[config.mk]
export PLATFORM = sky130hd
export DESIGN_NAME = video_timing_gen
export DESIGN_NICKNAME = d
export VERILOG_FILES = /design/src/rtl/vtg_pkg.sv /design/src/rtl/vtg_axis_counter.sv /design/src/rtl/video_timing_gen.sv
export SDC_FILE = /design/constraint.sdc
export NUM_CORES = 1
export LEC_CHECK = 0
export ABC_AREA = 1
export CAP_MARGIN = 20
export CORE_AREA = 2 2 56 58
export DETAILED_ROUTE_END_ITERATION = 10
export DIE_AREA = 0 0 58 60
export PLACE_DENSITY = 0.83
export SYNTH_ARGS = -nofsm -noshare
export SYNTH_HDL_FRONTEND = slang
export SYNTH_HIERARCHICAL = 1
export SYNTH_SLANG_ARGS = --single-unit
[constraint.sdc]
create_clock -name clock -period 4.7 [get_ports clock]
set_input_delay 0.705 -clock clock [delete_from_list [all_inputs] [get_ports clock]]
set_output_delay 0.705 -clock clock [all_outputs]
set_load 0.02 [all_outputs]
[src/rtl/vtg_pkg.sv]
// vtg_pkg: axis timing record, 1024x768 defaults and raster helper functions
package vtg_pkg;
  typedef struct packed {
    int active;
    int fp;
    int sync;
    int bp;
  } vtg_axis_t;
  localparam vtg_axis_t VTG_1024x768_H = '{active: 1024, fp: 24, sync: 136, bp: 160};
  localparam vtg_axis_t VTG_1024x768_V = '{active: 768, fp: 3, sync: 6, bp: 29};
  function automatic int vtg_total(vtg_axis_t t);
    return t.sync + t.bp + t.active + t.fp;
  endfunction
  function automatic logic vtg_in_active(vtg_axis_t t, int p);
    return p >= t.sync + t.bp && p < t.sync + t.bp + t.active;
  endfunction
endpackage

[src/rtl/vtg_axis_counter.sv]
// vtg_axis_counter: one raster axis; position plus sync/active flags registered alongside it
module vtg_axis_counter import vtg_pkg::*; #(
  parameter int LEN_W = 11,
  parameter vtg_axis_t T = VTG_1024x768_H
) (
  input  logic             clock,
  input  logic             rst,
  input  logic             en,
  output logic [LEN_W-1:0] pos,
  output logic             wrap,
  output logic             in_sync,
  output logic             in_active
);
  // one extra bit so window ends equal to 2**LEN_W still compare correctly
  localparam logic [LEN_W:0] LAST  = (LEN_W+1)'(vtg_total(T) - 1);
  localparam logic [LEN_W:0] SYNC_E = (LEN_W+1)'(T.sync);
  localparam logic [LEN_W:0] ACT_S = (LEN_W+1)'(T.sync + T.bp);
  localparam logic [LEN_W:0] ACT_E = (LEN_W+1)'(T.sync + T.bp + T.active);
  logic [LEN_W-1:0] pos_q, pos_d;
  logic [LEN_W:0]   p;
  logic             sync_q, act_q;
  always_comb begin
    wrap  = en && {1'b0, pos_q} == LAST;
    pos_d = rst ? '0 : wrap ? '0 : en ? pos_q + 1'b1 : pos_q;
    p     = {1'b0, pos_d};
  end
  always_ff @(posedge clock) begin
    pos_q  <= pos_d;
    sync_q <= p < SYNC_E;
    act_q  <= p >= ACT_S && p < ACT_E;
  end
  assign pos       = pos_q;
  assign in_sync   = sync_q;
  assign in_active = act_q;
endmodule

[src/rtl/video_timing_gen.sv]
// video_timing_gen: parametrised raster timing generator advancing on pix_en ticks
// VTG_PREFETCH_EN adds next_x/next_y/next_valid for a 1-tick-latency framebuffer read
module video_timing_gen import vtg_pkg::*; #(
  parameter int H_ACTIVE  = VTG_1024x768_H.active,
  parameter int H_FP      = VTG_1024x768_H.fp,
  parameter int H_SYNC    = VTG_1024x768_H.sync,
  parameter int H_BP      = VTG_1024x768_H.bp,
  parameter int V_ACTIVE  = VTG_1024x768_V.active,
  parameter int V_FP      = VTG_1024x768_V.fp,
  parameter int V_SYNC    = VTG_1024x768_V.sync,
  parameter int V_BP      = VTG_1024x768_V.bp,
  parameter bit HSYNC_POL = 1'b0,
  parameter bit VSYNC_POL = 1'b0,
  parameter int X_W       = 11,
  parameter int Y_W       = 10
) (
  input  logic           clock,
  input  logic           rst,
  input  logic           pix_en,
  output logic [X_W-1:0] beam_x,
  output logic [Y_W-1:0] beam_y,
  output logic           valid,
  output logic           hsync,
  output logic           vsync,
  output logic           line_start,
  output logic           frame_start
`ifdef VTG_PREFETCH_EN
  ,
  output logic [X_W-1:0] next_x,
  output logic [Y_W-1:0] next_y,
  output logic           next_valid
`endif
);
  localparam vtg_axis_t HT = '{active: H_ACTIVE, fp: H_FP, sync: H_SYNC, bp: H_BP};
  localparam vtg_axis_t VT = '{active: V_ACTIVE, fp: V_FP, sync: V_SYNC, bp: V_BP};
  if ((64'd1 << X_W) < 64'(vtg_total(HT))) begin : g_xw_chk
    $error("X_W too narrow for H_TOTAL");
  end
  if ((64'd1 << Y_W) < 64'(vtg_total(VT))) begin : g_yw_chk
    $error("Y_W too narrow for V_TOTAL");
  end
  logic h_wrap, v_wrap, h_sync, v_sync, h_act, v_act;
  logic line_start_q, line_start_d, frame_start_q, frame_start_d;
  vtg_axis_counter #(.LEN_W(X_W), .T(HT)) u_h (
    .clock(clock), .rst(rst), .en(pix_en),
    .pos(beam_x), .wrap(h_wrap), .in_sync(h_sync), .in_active(h_act)
  );
  vtg_axis_counter #(.LEN_W(Y_W), .T(VT)) u_v (
    .clock(clock), .rst(rst), .en(pix_en & h_wrap),
    .pos(beam_y), .wrap(v_wrap), .in_sync(v_sync), .in_active(v_act)
  );
  always_comb begin
    line_start_d  = ~rst & h_wrap;
    frame_start_d = ~rst & v_wrap;
  end
  always_ff @(posedge clock) begin
    line_start_q  <= line_start_d;
    frame_start_q <= frame_start_d;
  end
  assign valid       = h_act & v_act;
  assign hsync       = h_sync ? HSYNC_POL : ~HSYNC_POL;
  assign vsync       = v_sync ? VSYNC_POL : ~VSYNC_POL;
  assign line_start  = line_start_q;
  assign frame_start = frame_start_q;
`ifdef VTG_PREFETCH_EN
  localparam logic [X_W-1:0] H_LAST = X_W'(vtg_total(HT) - 1);
  localparam logic [Y_W-1:0] V_LAST = Y_W'(vtg_total(VT) - 1);
  always_comb begin
    next_x     = beam_x == H_LAST ? '0 : beam_x + 1'b1;
    next_y     = beam_x != H_LAST ? beam_y : beam_y == V_LAST ? '0 : beam_y + 1'b1;
    next_valid = vtg_in_active(HT, int'(next_x)) && vtg_in_active(VT, int'(next_y));
  end
`endif
endmodule

Yosys cells after proc, flatten, opt, wreduce, memory -nomap -nowiden
Cells that the tools add are included.
- bits in registers: 27
- input port bits: 3
- output and inout bits: 26
- word-level logic and storage cells: 35
- add/subtract/negate cells: 2
- $lt $le $gt $ge: 6
- eq/ne operators: 2
- muxes and demuxes: 8
- bitwise operators: 5
- reductions and logical operators: 4
- operators with widths (cell ; count):
    2-to-1 mux 11 bit ; 3
    2-to-1 mux 10 bit ; 3
    adder 11 x 1 -> 11 bit, second input constant ; 1
    == test 11 bit, second input constant ; 1
    greater-or-equal comparator 11 x 9 -> 1 bit, second input constant ; 1
    < comparator 11 bit, second input constant ; 1
    < comparator 11 x 8 -> 1 bit, second input constant ; 1
    adder 10 x 1 -> 10 bit, second input constant ; 1
    == test 10 bit, second input constant ; 1
    greater-or-equal comparator 10 x 6 -> 1 bit, second input constant ; 1
    < comparator 10 bit, second input constant ; 1
    < comparator 10 x 3 -> 1 bit, second input constant ; 1
    bitwise AND 1 bit ; 4
    logical AND 1 bit ; 4
    2-to-1 mux 1 bit ; 2
    inverter 1 bit ; 1

Depth between registers and ports, before layout
Gate-level depths: netlist (run 1).
- depth in word-level cells: 8
- mapped depth: 20
- gate-level depth less buffers: 19

Hierarchy
Netlist (run 1), hierarchy kept.
- by module, submodules not included (module ; instances ; cells an instance ; area each (µm²) ; seq. area each (µm²)):
    vtg_axis_counter (u_h) ; 1 ; 117 ; 749.5 ; 260.2
    vtg_axis_counter (u_v) ; 1 ; 104 ; 713.2 ; 240.2
    video_timing_gen ; 1 ; 12 ; 80.1 ; 40.0

Least setup slack after synthesis (run 1)
OpenSTA, ideal clock, no wires.
- path kind: register to register
- start point: reg u_h.pos_q[0], in the netlist u_h/pos[0]
- end point: reg u_v.act_q, in the netlist u_v/in_active
- library setup time: 0.112 ns
- arrival time: 2.136 ns
- data required time: 4.588 ns
- slack: 2.452 ns
- cell stages (with the launch flop): 20
- clock period less this slack: 2.248 ns
- cells stage by stage: dfxtp_1 -> ha_1 -> nand2_1 -> nor2_4 -> inv_2 -> nor2_2 -> nand2_1 -> inv_1 -> buf_4 -> nand2_2 -> nor2_4 -> nand3_4 -> nor2_4 -> nand2_1 -> nand2_1 -> nand3_2 -> inv_2 -> nand2_1 -> nand2_1 -> nand2_1
- cells in the longest elaborated chain, start to end: 8
- RTL lines (what ; line ; source):
    from (decl) ; vtg_axis_counter.sv:19 ; logic [LEN_W-1:0] pos_q, pos_d;
    from (signal assigned) ; vtg_axis_counter.sv:28 ; pos_q <= pos_d;
    == test 11 bit * ; vtg_axis_counter.sv:23 ; wrap = en && {1'b0, pos_q} == LAST;
    logical AND 1 bit * ; vtg_axis_counter.sv:23 ;
    net h_wrap ; video_timing_gen.sv:42 ; logic h_wrap, v_wrap, h_sync, v_sync, h_act, v_act;
    bitwise AND 1 bit * ; video_timing_gen.sv:49 ; .clock(clock), .rst(rst), .en(pix_en & h_wrap),
    2-to-1 mux 10 bit / logical AND 1 bit (equally long branches) ; vtg_axis_counter.sv:24, vtg_axis_counter.sv:23 ;
    2-to-1 mux 10 bit * (2 in a row) ; vtg_axis_counter.sv:24 ; pos_d = rst ? '0 : wrap ? '0 : en ? pos_q + 1'b1 : pos_q;
    net u_v.pos_d[9] ; vtg_axis_counter.sv:19 ;
    greater-or-equal comparator 10 x 6 -> 1 bit / < comparator 10 bit (equally long branches) ; vtg_axis_counter.sv:30 ; act_q <= p >= ACT_S && p < ACT_E;
    logical AND 1 bit * ; vtg_axis_counter.sv:30 ;
    to (signal assigned) ; vtg_axis_counter.sv:30 ;
    to (decl) ; vtg_axis_counter.sv:21 ; logic sync_q, act_q;
The timed path passes the listed nets; every way through them passes the cells marked *.

Final worst setup path (run 1)
- start point: in pix_en
- end point: reg u_v.sync_q, in the netlist u_v/in_sync
- cells in the longest elaborated chain, start to end: 6
- RTL lines (what ; line ; source):
    from (decl) ; video_timing_gen.sv:19 ; input logic pix_en,
    logical AND 1 bit * ; vtg_axis_counter.sv:23 ;
    net h_wrap ; video_timing_gen.sv:42 ;
    bitwise AND 1 bit * ; video_timing_gen.sv:49 ;
    2-to-1 mux 10 bit / logical AND 1 bit (equally long branches) ; vtg_axis_counter.sv:24, vtg_axis_counter.sv:23 ;
    2-to-1 mux 10 bit * (2 in a row) ; vtg_axis_counter.sv:24 ;
    < comparator 10 x 3 -> 1 bit * ; vtg_axis_counter.sv:29 ; sync_q <= p < SYNC_E;
    to (signal assigned) ; vtg_axis_counter.sv:29 ;
    to (decl) ; vtg_axis_counter.sv:21 ;
Marked as above.

==> results of run 1 <==
==> worst register-to-register path, stage by stage, from the launching register on <==
cell and delay (ns):
sky130_fd_sc_hd__dfxtp_1 0.41, sky130_fd_sc_hd__ha_1 0.19, sky130_fd_sc_hd__nand2_1 0.11, sky130_fd_sc_hd__nor2_4 0.19, sky130_fd_sc_hd__inv_2 0.05, sky130_fd_sc_hd__nor2_2 0.15, sky130_fd_sc_hd__nand2_1 0.06, sky130_fd_sc_hd__inv_1 0.21
sky130_fd_sc_hd__nand2_2 0.10, sky130_fd_sc_hd__nor2_4 0.15, sky130_fd_sc_hd__nand3_4 0.11, sky130_fd_sc_hd__o21ai_1 0.17, sky130_fd_sc_hd__nand3_1 0.11, sky130_fd_sc_hd__nand2_1 0.10, sky130_fd_sc_hd__inv_2 0.05, sky130_fd_sc_hd__nand3_1 0.08
sky130_fd_sc_hd__nor2_1 0.05
==> through the flow <==
step	hold slack [ns]	instances
after floorplan	0.559	233
after global placement	0.495	293
after detailed placement	0.499	293
after CTS	0.519	297
after global routing	0.570	297
final	0.521	297
==> cell usage in the layout (no fill, tap or decap), drive strengths merged <==
| cell | count |
|---|---|
| a21oi | 4 |
| a31oi | 1 |
| clkbuf | 4 |
| clkdlybuf4s50 | 28 |
| dfxtp | 27 |
| ha | 3 |
| inv | 48 |
| nand2 | 74 |
| nand3 | 20 |
| nand4 | 3 |
| nor2 | 39 |
| nor3 | 4 |
| nor3b | 1 |
| o21ai | 3 |
| o21bai | 1 |
| xnor2 | 1 |
| xor2 | 3 |
==> per-layer routing <==
layer  vias up  track usage [%]  share of wire (%)  wire length [um]
li1        763                -                  -                 -
met1       628             21.6                 44              1320
met2        28             36.2                 51              1540
met3         2             3.46                4.0               121
met4         0             7.31               0.57                17
met5         -                0                  0                 0
==> cell type report <==
type / instances / area, um2 / share of cell area, %
Multi-Input combinational cell: 157 / 815 / 43.3
Sequential cell: 27 / 541 / 28.7
Timing Repair Buffer: 28 / 280 / 14.9
Inverter: 48 / 180 / 9.57
Tap cell: 33 / 41.3 / 2.19
Clock buffer: 4 / 26.3 / 1.40
==> report_power, final <==
part | internal [mW] | leakage [nW] | switching [mW]
sequential | 0.230 | 0.218 | 0.00158
clock | 0.0331 | 0.0150 | 0.0635
combinational | 0.00607 | 0.663 | 0.00946
==> flip-flops by register name, summed over array words and instances (netlist names) <==
register	cells
u_h/pos	11
u_v/pos	10
frame_start	1
line_start	1
u_h/in_active	1
u_h/in_sync	1
u_v/in_active	1
u_v/in_sync	1
==> kinds of logic after synthesis <==
| logic type | Yosys count | share of synthesized area [%] |
|---|---|---|
| adder cells (fa/ha/maj) | 3 | 2.43 |
| XOR/XNOR | 4 | 2.76 |
| AND/OR/NAND/NOR | 141 | 44.4 |
| AO/OA/AOI/OAI | 9 | 3.16 |
| buffers and inverters | 49 | 12.2 |
| flip-flops | 27 | 35.0 |
==> worst min path at each step <==
| stage | start | endpoint | slack (ns) |
|---|---|---|---|
| final | u_h/pos[1] | u_h/pos[1] | 0.52 |
| after global routing | u_h/pos[1] | u_h/pos[1] | 0.57 |
| after CTS | u_h/pos[1] | u_h/pos[1] | 0.52 |
| after detailed placement | u_h/pos[1] | u_h/pos[1] | 0.50 |
| after global placement | u_h/pos[1] | u_h/pos[1] | 0.49 |
| after floorplan | u_h/pos[1] | u_h/pos[1] | 0.56 |
==> results.md, run 1 <==
Setup path:
- The capture point of the worst reg-to-reg path is u_v/in_sync.
- The data arrival time of the critical path is 2.95 ns.
- For flop-to-flop paths, the worst setup slack is 2.35 ns.
- The launching instance or port of the critical path is pix_en.
- The capture point of the worst path is u_v/in_sync.
- The number of stages on the worst setup path is 16.
- In this design, the stage delay of the slowest critical-path cell is 0.62 ns.
- The number of cells traversed by the worst register-to-register path is 16.
- The required time at the worst-slack endpoint is 4.93 ns.
- The setup path with the least slack is of type in2reg.
- Together, buffers and inverters on the worst path number 3.
- The startpoint of the lowest-slack register-to-register path is u_h/pos[0].
- The worst setup path is captured at a flip-flop.
- Among cell families on the critical path, the largest total delay comes from simple AND/OR/NAND/NOR gates.
- The library cell appearing most often on the critical path is sky130_fd_sc_hd__nand2_1.
- The master of the slowest instance on the critical path is sky130_fd_sc_hd__clkdlybuf4s50_1.
- Of all nets on the critical path, the largest fanout is 8.
- The signal on the critical path passes through clkdlybuf4s50_1, nand2_1, nor2_1, nand2_1, nor2_2, nand2_1, inv_1, nand2_2, nor2_4, nand3_4, o21ai_1, nand3_1, nand2_1, inv_2, nand3_1, nor2_1.
- The nature of the critical path startpoint is a primary input.

Run:
- The tool flagged a number of max-cap violations equal to 0.

Routing:
- In the final routed layout, each cell accounts on average for 10.1 um.
- The pre-antenna-repair detailed-routing pass consisted of 5 iterations.
- The violation count after the first detailed-route iteration is 63.
- In the routed design, unresolved DRC markers number 0.
- The via total after detailed routing is 1,421.
- The remaining number of nets flagged by the antenna check after routing is 0.
- The via density per instance is 4.78.
- The routed wire length is 3000 um.

Clock tree:
- The clock buffer count from CTS is 3.
- The number of clock sinks is 27.
- The quantity of hold-fixing buffers added after cts is 0.
- The latest clock arrival within the worst-skew pair is 0.31 ns.
- The H-tree depth is 1.
- Clock tree synthesis selected as its root buffer the cell sky130_fd_sc_hd__clkbuf_4.
- The clock transition time at the flip-flop clock pins of the worst setup and hold paths is 0.13 ns.
- The total of cells resized after clock tree synthesis is 0.
- The setup fix buffers added after clock tree synthesis is 0.
- The clock tree from TritonCTS is yes.
- The deepest clock path buffer count is 2.

Logic synthesis:
- The cell area that synthesis handed to floorplanning was 0.00154 mm2.
- In this run, synthesis produced a sequential element count of 27.
- The synthesized design contains 0 enable-type register cells.
- Of all flip-flops after synthesis, the portion carrying an async set or reset was 0%.
- Synthesis instantiated 25 different standard cells from the library.
- After synthesis, the cell types taking the most area are sky130_fd_sc_hd__dfxtp_1 (35%), sky130_fd_sc_hd__nand2_1 (17%), sky130_fd_sc_hd__inv_1 (10%).
- After synthesis, flip-flops and latches occupy 35.0% of the total area.
- The primary flip-flop cell chosen by synthesis mapping is sky130_fd_sc_hd__dfxtp_1.
- The synthesized net count is 239.
- The cell count after synthesis is 233.
- The share of synthesized area in the top cell type comes to 35.0%.
- The largest area contributor in the synthesized netlist is sky130_fd_sc_hd__dfxtp_1.
- After synthesis, the most frequently instantiated cells are sky130_fd_sc_hd__nand2_1 (69), sky130_fd_sc_hd__inv_1 (43), sky130_fd_sc_hd__dfxtp_1 (27).
- For this run, the number of Yosys warnings is 6.
- The most frequently used cell type in the post-synthesis netlist is sky130_fd_sc_hd__nand2_1.
- The mean area per synthesized cell is 6.62 um2.

Floorplan:
- The number of rows in the core area is 20.
- The die span in x is 58 um.
- Pin placement for this block handled 29 I/O pins.
- The starting utilization of the core area is 53.1%.
- The die is 60 um tall.
- In this run the standard cell core region covers 0.00290 mm2.
- The die area is 0.00348 mm2.

Final layout:
- Cells with a size suffix above 1 make up 12.5% of the layout.
- The final design utilization is 64.9%.
- The total of fill cells in the finished design is 271.
- The area growth from synthesis to layout is 22.1%.
- The count of inserted antenna diode cells is 0.
- The post-route cell area is 0.00188 mm2.
- The final layout contains 271 nets.

Power:
- The peak supply drop is 0.145 mV.
- In this run the power density over the cells is 183 mW/mm2.
- The completed layout was analyzed and its total power is 0.344 mW.
- The analysis attributes to cell leakage a power of 0.896 nW.

Global routing:
- The total overflow left after global routing is 0.
- The wire length of the first global-routing pass is 5230 um.
- Global routing used 19.3% of the available tracks.
- The initial antenna violation count is 0.
- The largest net degree at the start of global routing is 15.
- The number of global-route vias before repair is 1,314.

Placement:
- The post-DP HPWL is 2430 um.
- The post-place setup slack is 1.65 ns.
- The number of input and output port buffers inserted is 28.
- In this run the cell area measured after placement is 0.00186 mm2.
- The weighted congestion reported at the end of routability-driven placement is 0.902.

Timing:
- The final clock period utilization by the worst path is 58.0%.
- The normalized max-slew margin is 69.2%.
- Setup repair after global routing left no endpoint under its margin.
- The number of hold-slack violations in the final timing report is 0.
- In the post-route analysis, the smallest setup slack over all paths is 1.97 ns.
- For the final routed database, the setup TNS stands at 0 ns.
- The measured slew at the worst slew-check pin is 0.460 ns.
- The setup skew after layout is 0.00159 ns.
- The final period demand of the worst path is 2.73 ns.
- Setup violations remaining at the end of the flow were counted as 0.
- The maximum frequency from static timing analysis is 367 MHz.
- The final-report max-slew violation count is 0.

Worst hold path:
- The worst hold path belongs to the class reg2reg.
- The worst hold path was traced through 2 stages.

Outcome:
- The flow ran to the end, and the final reports show no timing, DRC or antenna violations.
Note: power is estimated with default switching activity, not from simulation.
==> inputs of run 2 (changes only) <==
- CORE_AREA: 2 2 56 58 -> 2 2 61 63
- DIE_AREA: 0 0 58 60 -> 0 0 63 65
- PLACE_DENSITY: 0.83 -> 0.74
- clock period: 4.7 -> 2.2 ns (I/O delays scaled with it)
==> results.md, run 2 (synthesis results as in run 1) <==
Outcome:
- The flow ran to the end, and the final reports show no timing, DRC or antenna violations.

Placement:
- The placement-stage cell area is 0.00197 mm2.
- The placed cell count is 320.
- The weighted congestion reported at the end of routability-driven placement is 0.918.
- In this run the tool buffered the top-level ports with 28 buffer cells.
- The post-DP HPWL is 2630 um.

Floorplan:
- The die span in x is 63 um.
- The region available for standard cell placement spans 0.00350 mm2.
- Once the floorplan was initialized, standard cells occupied 44.1% of the core.
- During I/O placement, the number of pins put on the boundary was 29.
- The die covers 0.00410 mm2.
- The number of rows in the core area is 22.
- The overall die height is 65 um.

Routing:
- The post-detailed-route DRC marker count is 0.
- The final route contains 1,479 vias.
- The violation count after the first detailed-route iteration is 54.
- The remaining number of nets flagged by the antenna check after routing is 0.
- The final layout contains routed wiring with a total length of 3270 um.
- In the routed layout, each cell is associated on average with a via count of 4.52.
- The first detailed-routing pass ran for 4 iterations.
- In the final routed layout, each cell accounts on average for 10.0 um.

Final layout:
- In the final design database the tool counted 286 nets.
- The total of fill cells in the finished design is 348.
- After routing the design area is 0.00206 mm2.
- The finished layout holds 327 standard cells, fillers aside.
- Once layout is complete, the utilization of the core stands at 58.8%.
- The post-route netlist has 21.5% of its cells at a drive strength greater than 1.
- The library cell used most frequently in the layout, excluding fill and tap cells, is sky130_fd_sc_hd__nand2_1.
- In the layout the commonest cells are sky130_fd_sc_hd__nand2_1 (68), sky130_fd_sc_hd__inv_1 (41), sky130_fd_sc_hd__clkdlybuf4s50_1 (28), sky130_fd_sc_hd__nor2_1 (24), sky130_fd_sc_hd__dfxtp_1 (23).
- The number of antenna diodes in the final layout is 0.
- The layout overhead on the synthesized area is 33.3%.
- The flip-flop count of the largest register, all copies and words added is 11.

Setup path:
- The nature of the critical path startpoint is a primary input.
- The critical path is of the in2reg type.
- The data arrival time of the critical path is 2.25 ns.
- Along the worst path, the maximum fanout reaches 5.
- STA classifies the critical path endpoint as a flip-flop.
- The required time at the worst-slack endpoint is 2.47 ns.

Clock tree:
- In this run the number of H-tree levels came out at 1.
- The clock tree from TritonCTS is yes.
- The clock transition time at the flip-flop clock pins of the worst setup and hold paths is 0.15 ns.
- Clock tree synthesis selected as its root buffer the cell sky130_fd_sc_hd__clkbuf_4.
- The latest clock arrival within the worst-skew pair is 0.32 ns.
- The deepest clock path buffer count is 2.
- The clock buffer count from CTS is 3.
- Clock tree synthesis found a total of 27 sinks.

Timing:
- The final clock period utilization by the worst path is 90.2%.
- The final-report max-slew violation count is 0.
- The clock arrives with 0.00663 ns of skew.
- Hold is met by 0.530 ns.
- After routing, the total negative slack on setup checks comes to 0 ns.
- In this run the tightest slew margin relative to its limit is 79.7%.
- Subtracting the final worst setup slack from the clock period gives 1.98 ns.
- The final count of negative-setup-slack endpoints is 0.
- The measured slew at the worst slew-check pin is 0.305 ns.
- Static timing analysis puts the maximum clock frequency at 504 MHz.
- The number of hold-slack violations in the final timing report is 0.

Power:
- IR analysis of the VDD net gives a maximum drop of 0.199 mV.
- In this run the power density over the cells is 367 mW/mm2.
- Summed over all cells, the static leakage comes to 0.971 nW.

Global routing:
- The total overflow left after global routing is 0.
- The initial antenna violation count is 0.
- The number of global-route vias before repair was 1,320.
- Global routing used 16.6% of the available tracks.
- The largest net degree at the start of global routing is 17.
- The first global-routing pass estimated 5490 um of wire.

Run:
- The max capacitance violation total is 0.

Worst hold path:
- The tightest min-delay check is of the reg2reg type.
[run 2: cell types whose count changed in the layout (fill, tap and decap cells not counted), moves of 2 or more]
cell	previous run	this run
sky130_fd_sc_hd__buf_4	0	15
sky130_fd_sc_hd__dfxtp_1	27	23
sky130_fd_sc_hd__dfxtp_2	0	2
sky130_fd_sc_hd__dfxtp_4	0	2
sky130_fd_sc_hd__inv_1	43	41
sky130_fd_sc_hd__inv_2	5	7
sky130_fd_sc_hd__nand3_1	15	13
sky130_fd_sc_hd__nand3_2	4	6
[run 2: layout make-up]
cell class / instances / area (um2) / share of cell area (%)
multi-input cells: 157 / 842 / 41.0
well taps: 48 / 60.1 / 2.92
inverters: 48 / 180 / 8.76
clock inverters: 1 / 7.51 / 0.365
repair buffers: 43 / 393 / 19.1
clock buffers: 3 / 22.5 / 1.10
flip-flops and latches: 27 / 551 / 26.8
[run 2: critical path: stages]
cell and delay [ns]:
sky130_fd_sc_hd__clkdlybuf4s50_1 0.48, sky130_fd_sc_hd__nand2_1 0.07, sky130_fd_sc_hd__nor2_2 0.12, sky130_fd_sc_hd__nand2_1 0.07, sky130_fd_sc_hd__nor2_2 0.10, sky130_fd_sc_hd__nand2_1 0.07, sky130_fd_sc_hd__inv_2 0.09, sky130_fd_sc_hd__nand2_2 0.07
sky130_fd_sc_hd__nor2_4 0.16, sky130_fd_sc_hd__nand3_4 0.10, sky130_fd_sc_hd__nor2_4 0.14, sky130_fd_sc_hd__inv_2 0.04, sky130_fd_sc_hd__nand3_2 0.07, sky130_fd_sc_hd__nand2_1 0.07, sky130_fd_sc_hd__inv_2 0.07, sky130_fd_sc_hd__nand3_1 0.07
sky130_fd_sc_hd__nor2_1 0.13
[run 2: path summary, 6_finish.rpt]
| kind | endpoint | start | cells after the start | slack [ns] |
|---|---|---|---|---|
| min reg2reg | u_h/pos[1] | u_h/pos[1] | 2 | 0.53 |
| max reg2reg | u_v/in_sync | u_h/pos[0] | 17 | 0.22 |
| max | u_v/in_sync | pix_en | 17 | 0.22 |
| min | u_h/pos[1] | u_h/pos[1] | 2 | 0.53 |
[run 2: metal layers]
layer | part of all wire (%) | global-route usage, % | vias up
li1 | - | - | 787
met4 | 0.52 | 3.89 | 0
met2 | 50 | 31.4 | 26
met1 | 46 | 19.7 | 664
met5 | 0 | 0 | -
met3 | 3.7 | 2.43 | 2
[run 2: repair_timing]
| item | CTS | global route |
|---|---|---|
| resized for setup | 0 | 12 |
| buffers inserted | 0 | 3 |
| endpoints found under the hold margin | 0 | 0 |
| endpoints found under the setup margin | 0 | 3 |
| hold buffers | 0 | 0 |
[run 2: report_power, final]
part	switching (mW)	total, mW	internal, mW
Combinational	0.0222	0.0402	0.0180
Clock	0.149	0.218	0.0694
Sequential	0.00418	0.496	0.492
Total	0.175	0.754	0.579
[run 2: stage by stage]
stage               setup WS [ns]  power, mW
floorplan                  0.0578      0.523
global placement           -0.119      0.543
detailed placement         -0.166      0.543
CTS                        0.0158      0.767
global route             -0.00468      0.792
finish                      0.216      0.754
==> inputs of run 3 (changes only) <==
- CTS_BUF_LIST: not set -> sky130_fd_sc_hd__clkbuf_16
==> results.md, run 3 (synthesis results as in run 1) <==
Placement:
- In this run the tool buffered the top-level ports with 28 buffer cells.
- The placed cell count is 320.
- The post-DP HPWL is 2630 um.
- The weighted congestion reported at the end of routability-driven placement is 0.918.

Routing:
- The via density per instance is 4.59.
- The pre-antenna-repair detailed-routing pass consisted of 4 iterations.
- The remaining number of nets flagged by the antenna check after routing is 0.
- The routed length per placed instance is 10.3 um.
- After detailed routing, the number of remaining DRC violations is 0.
- The violation count after the first detailed-route iteration is 49.
- The via total after detailed routing is 1,510.
- The routed wire length is 3400 um.

Timing:
- For the pin with the worst max-slew slack, the measured transition is 0.296 ns.
- The final period demand of the worst path is 1.98 ns.
- The final clock period utilization by the worst path is 90.0%.
- The final-report max-slew violation count is 0.
- Setup repair after global routing left no endpoint under its margin.
- The normalized max-slew margin is 80.3%.
- The final-layout worst hold slack is 0.507 ns.
- The maximum frequency from static timing analysis is 505 MHz.
- The setup skew after layout is 0.00311 ns.
- The number of hold-slack violations in the final timing report is 0.
- The final count of negative-setup-slack endpoints is 0.

Final layout:
- The filler cells instantiated in the layout total 334.
- The final layout contains 288 nets.
- The count of inserted antenna diode cells is 0.
- The library cell used most frequently in the layout, excluding fill and tap cells, is sky130_fd_sc_hd__nand2_1.
- The flip-flop count of the largest register, all copies and words added is 11.
- Once layout is complete, the cells apart from fillers number 329.
- Relative to the synthesized area, the layout overhead comes to 37.2%.
- Of the cells placed in the final design, the portion with a size suffix greater than 1 is 22.1%.
- In the layout the commonest cells are sky130_fd_sc_hd__nand2_1 (68), sky130_fd_sc_hd__inv_1 (41), sky130_fd_sc_hd__clkdlybuf4s50_1 (27), sky130_fd_sc_hd__nor2_1 (24), sky130_fd_sc_hd__dfxtp_1 (22).

Clock tree:
- The tree is rooted in a sky130_fd_sc_hd__clkbuf_16.
- After clock tree synthesis, the clock-pin slew on the worst setup and hold paths is 0.07 ns.
- CTS built an H-tree with a depth of 1.
- Hold repair after CTS inserted 0 buffers.
- Clock tree synthesis found a total of 27 sinks.
- The latest clock arrival within the worst-skew pair is 0.26 ns.
- Buffers inserted during clock tree synthesis total 3.
- The longest clock path from root to sink contains 2 buffers.
- TritonCTS built the clock tree.

Setup path:
- STA classifies the critical path startpoint as a flip-flop.
- STA puts the critical path data required time at 2.36 ns.
- STA classifies the critical path endpoint as a flip-flop.
- The critical path is of the reg2reg type.
- The data arrival time of the critical path is 2.14 ns.
- The highest fanout seen on the critical path is 5.

Power:
- The leakage dissipation is 1.02 nW.
- In this run the power density over the cells is 453 mW/mm2.
- Across the VDD grid, the largest voltage drop is 0.278 mV.

Floorplan:
- The die span in x is 63 um.
- Once the floorplan was initialized, standard cells occupied 44.1% of the core.
- The floorplan step set the die height to 65 um.
- The core box area is 0.00350 mm2.
- For this design the top-level I/O count stands at 29.
- The die covers 0.00410 mm2.
- The floorplan has 22 rows.

Global routing:
- Global routing used 17.5% of the available tracks.
- The wire length of the first global-routing pass is 5650 um.
- Entering global routing, the biggest net connects 17 pins.
- Summed over all layers, the global routing overflow is 0.
- The initial antenna violation count is 0.
- The number of global-route vias before repair was 1,349.

Worst hold path:
- The path class of the tightest hold or removal check is reg2reg.

Run:
- Across the run, the number of max-cap violations was 0.

Outcome:
- The run finished with clean final reports.
[run 3: repair_timing]
item / CTS / global route
buffers inserted: 0 / 5
gates resized for setup: 0 / 11
endpoints found under the setup margin: 0 / 3
[run 3: through the flow]
| step | area (um2) | setup TNS (ns) | setup slack [ns] | power [mW] | util (%) |
|---|---|---|---|---|---|
| global route | 2120 | 0 | 0.000388 | 0.996 | 60.6 |
| CTS | 2050 | 0 | 0.0366 | 0.967 | 58.7 |
| detailed placement | 1970 | -0.333 | -0.166 | 0.543 | 56.3 |
| floorplan | 1550 | 0 | 0.0578 | 0.523 | - |
| finish | 2120 | 0 | 0.220 | 0.959 | 60.6 |
| global placement | 1970 | -0.233 | -0.119 | 0.543 | 56.3 |
[run 3: cell type report]
| cell class | instances | area [um2] | share of cell area (%) |
|---|---|---|---|
| multi-input combinational | 157 | 837 | 39.5 |
| sequential | 27 | 547 | 25.8 |
| timing repair buffer | 45 | 410 | 19.4 |
| inverter | 48 | 180 | 8.51 |
| clock buffer | 3 | 75.1 | 3.55 |
| tap | 48 | 60.1 | 2.84 |
| clock inverter | 1 | 7.51 | 0.355 |
[run 3: worst max-delay path, cell delays in order, from the launching register on]
cell and delay (ns):
sky130_fd_sc_hd__dfxtp_2 0.37, sky130_fd_sc_hd__ha_4 0.14, sky130_fd_sc_hd__nand2_2 0.07, sky130_fd_sc_hd__nor2_4 0.10, sky130_fd_sc_hd__inv_2 0.04, sky130_fd_sc_hd__nor2_2 0.10
sky130_fd_sc_hd__nand2_1 0.07, sky130_fd_sc_hd__inv_2 0.09, sky130_fd_sc_hd__nand2_2 0.07, sky130_fd_sc_hd__nor2_4 0.16, sky130_fd_sc_hd__nand3_4 0.10, sky130_fd_sc_hd__nor2_4 0.14
sky130_fd_sc_hd__nand2_1 0.06, sky130_fd_sc_hd__nand2_1 0.08, sky130_fd_sc_hd__nand3_2 0.07, sky130_fd_sc_hd__inv_2 0.06, sky130_fd_sc_hd__nand2_1 0.04, sky130_fd_sc_hd__nand2_1 0.06
sky130_fd_sc_hd__nand2_1 0.05
[run 3: layer usage]
metal,track usage [%],vias up,wire length [um]
met5,0,-,0
met4,7.50,0,55
met3,2.78,6,133
met2,32.7,27,1700
met1,19.6,681,1510
li1,-,796,-
[run 3: path summary, 6_finish.rpt]
kind,start,end,slack [ns],depth (start not counted)
max,u_h/pos[0],u_v/in_active,0.22,18
min,u_h/pos[1],u_h/pos[1],0.51,2
max reg2reg,u_h/pos[0],u_v/in_active,0.22,18
min reg2reg,u_h/pos[1],u_h/pos[1],0.51,2
[run 3: power by group]
| part | total (mW) | internal (mW) | switching [mW] |
|---|---|---|---|
| Clock | 0.423 | 0.247 | 0.175 |
| Combinational | 0.0400 | 0.0177 | 0.0223 |
| Sequential | 0.496 | 0.492 | 0.00416 |
| Total | 0.959 | 0.757 | 0.202 |
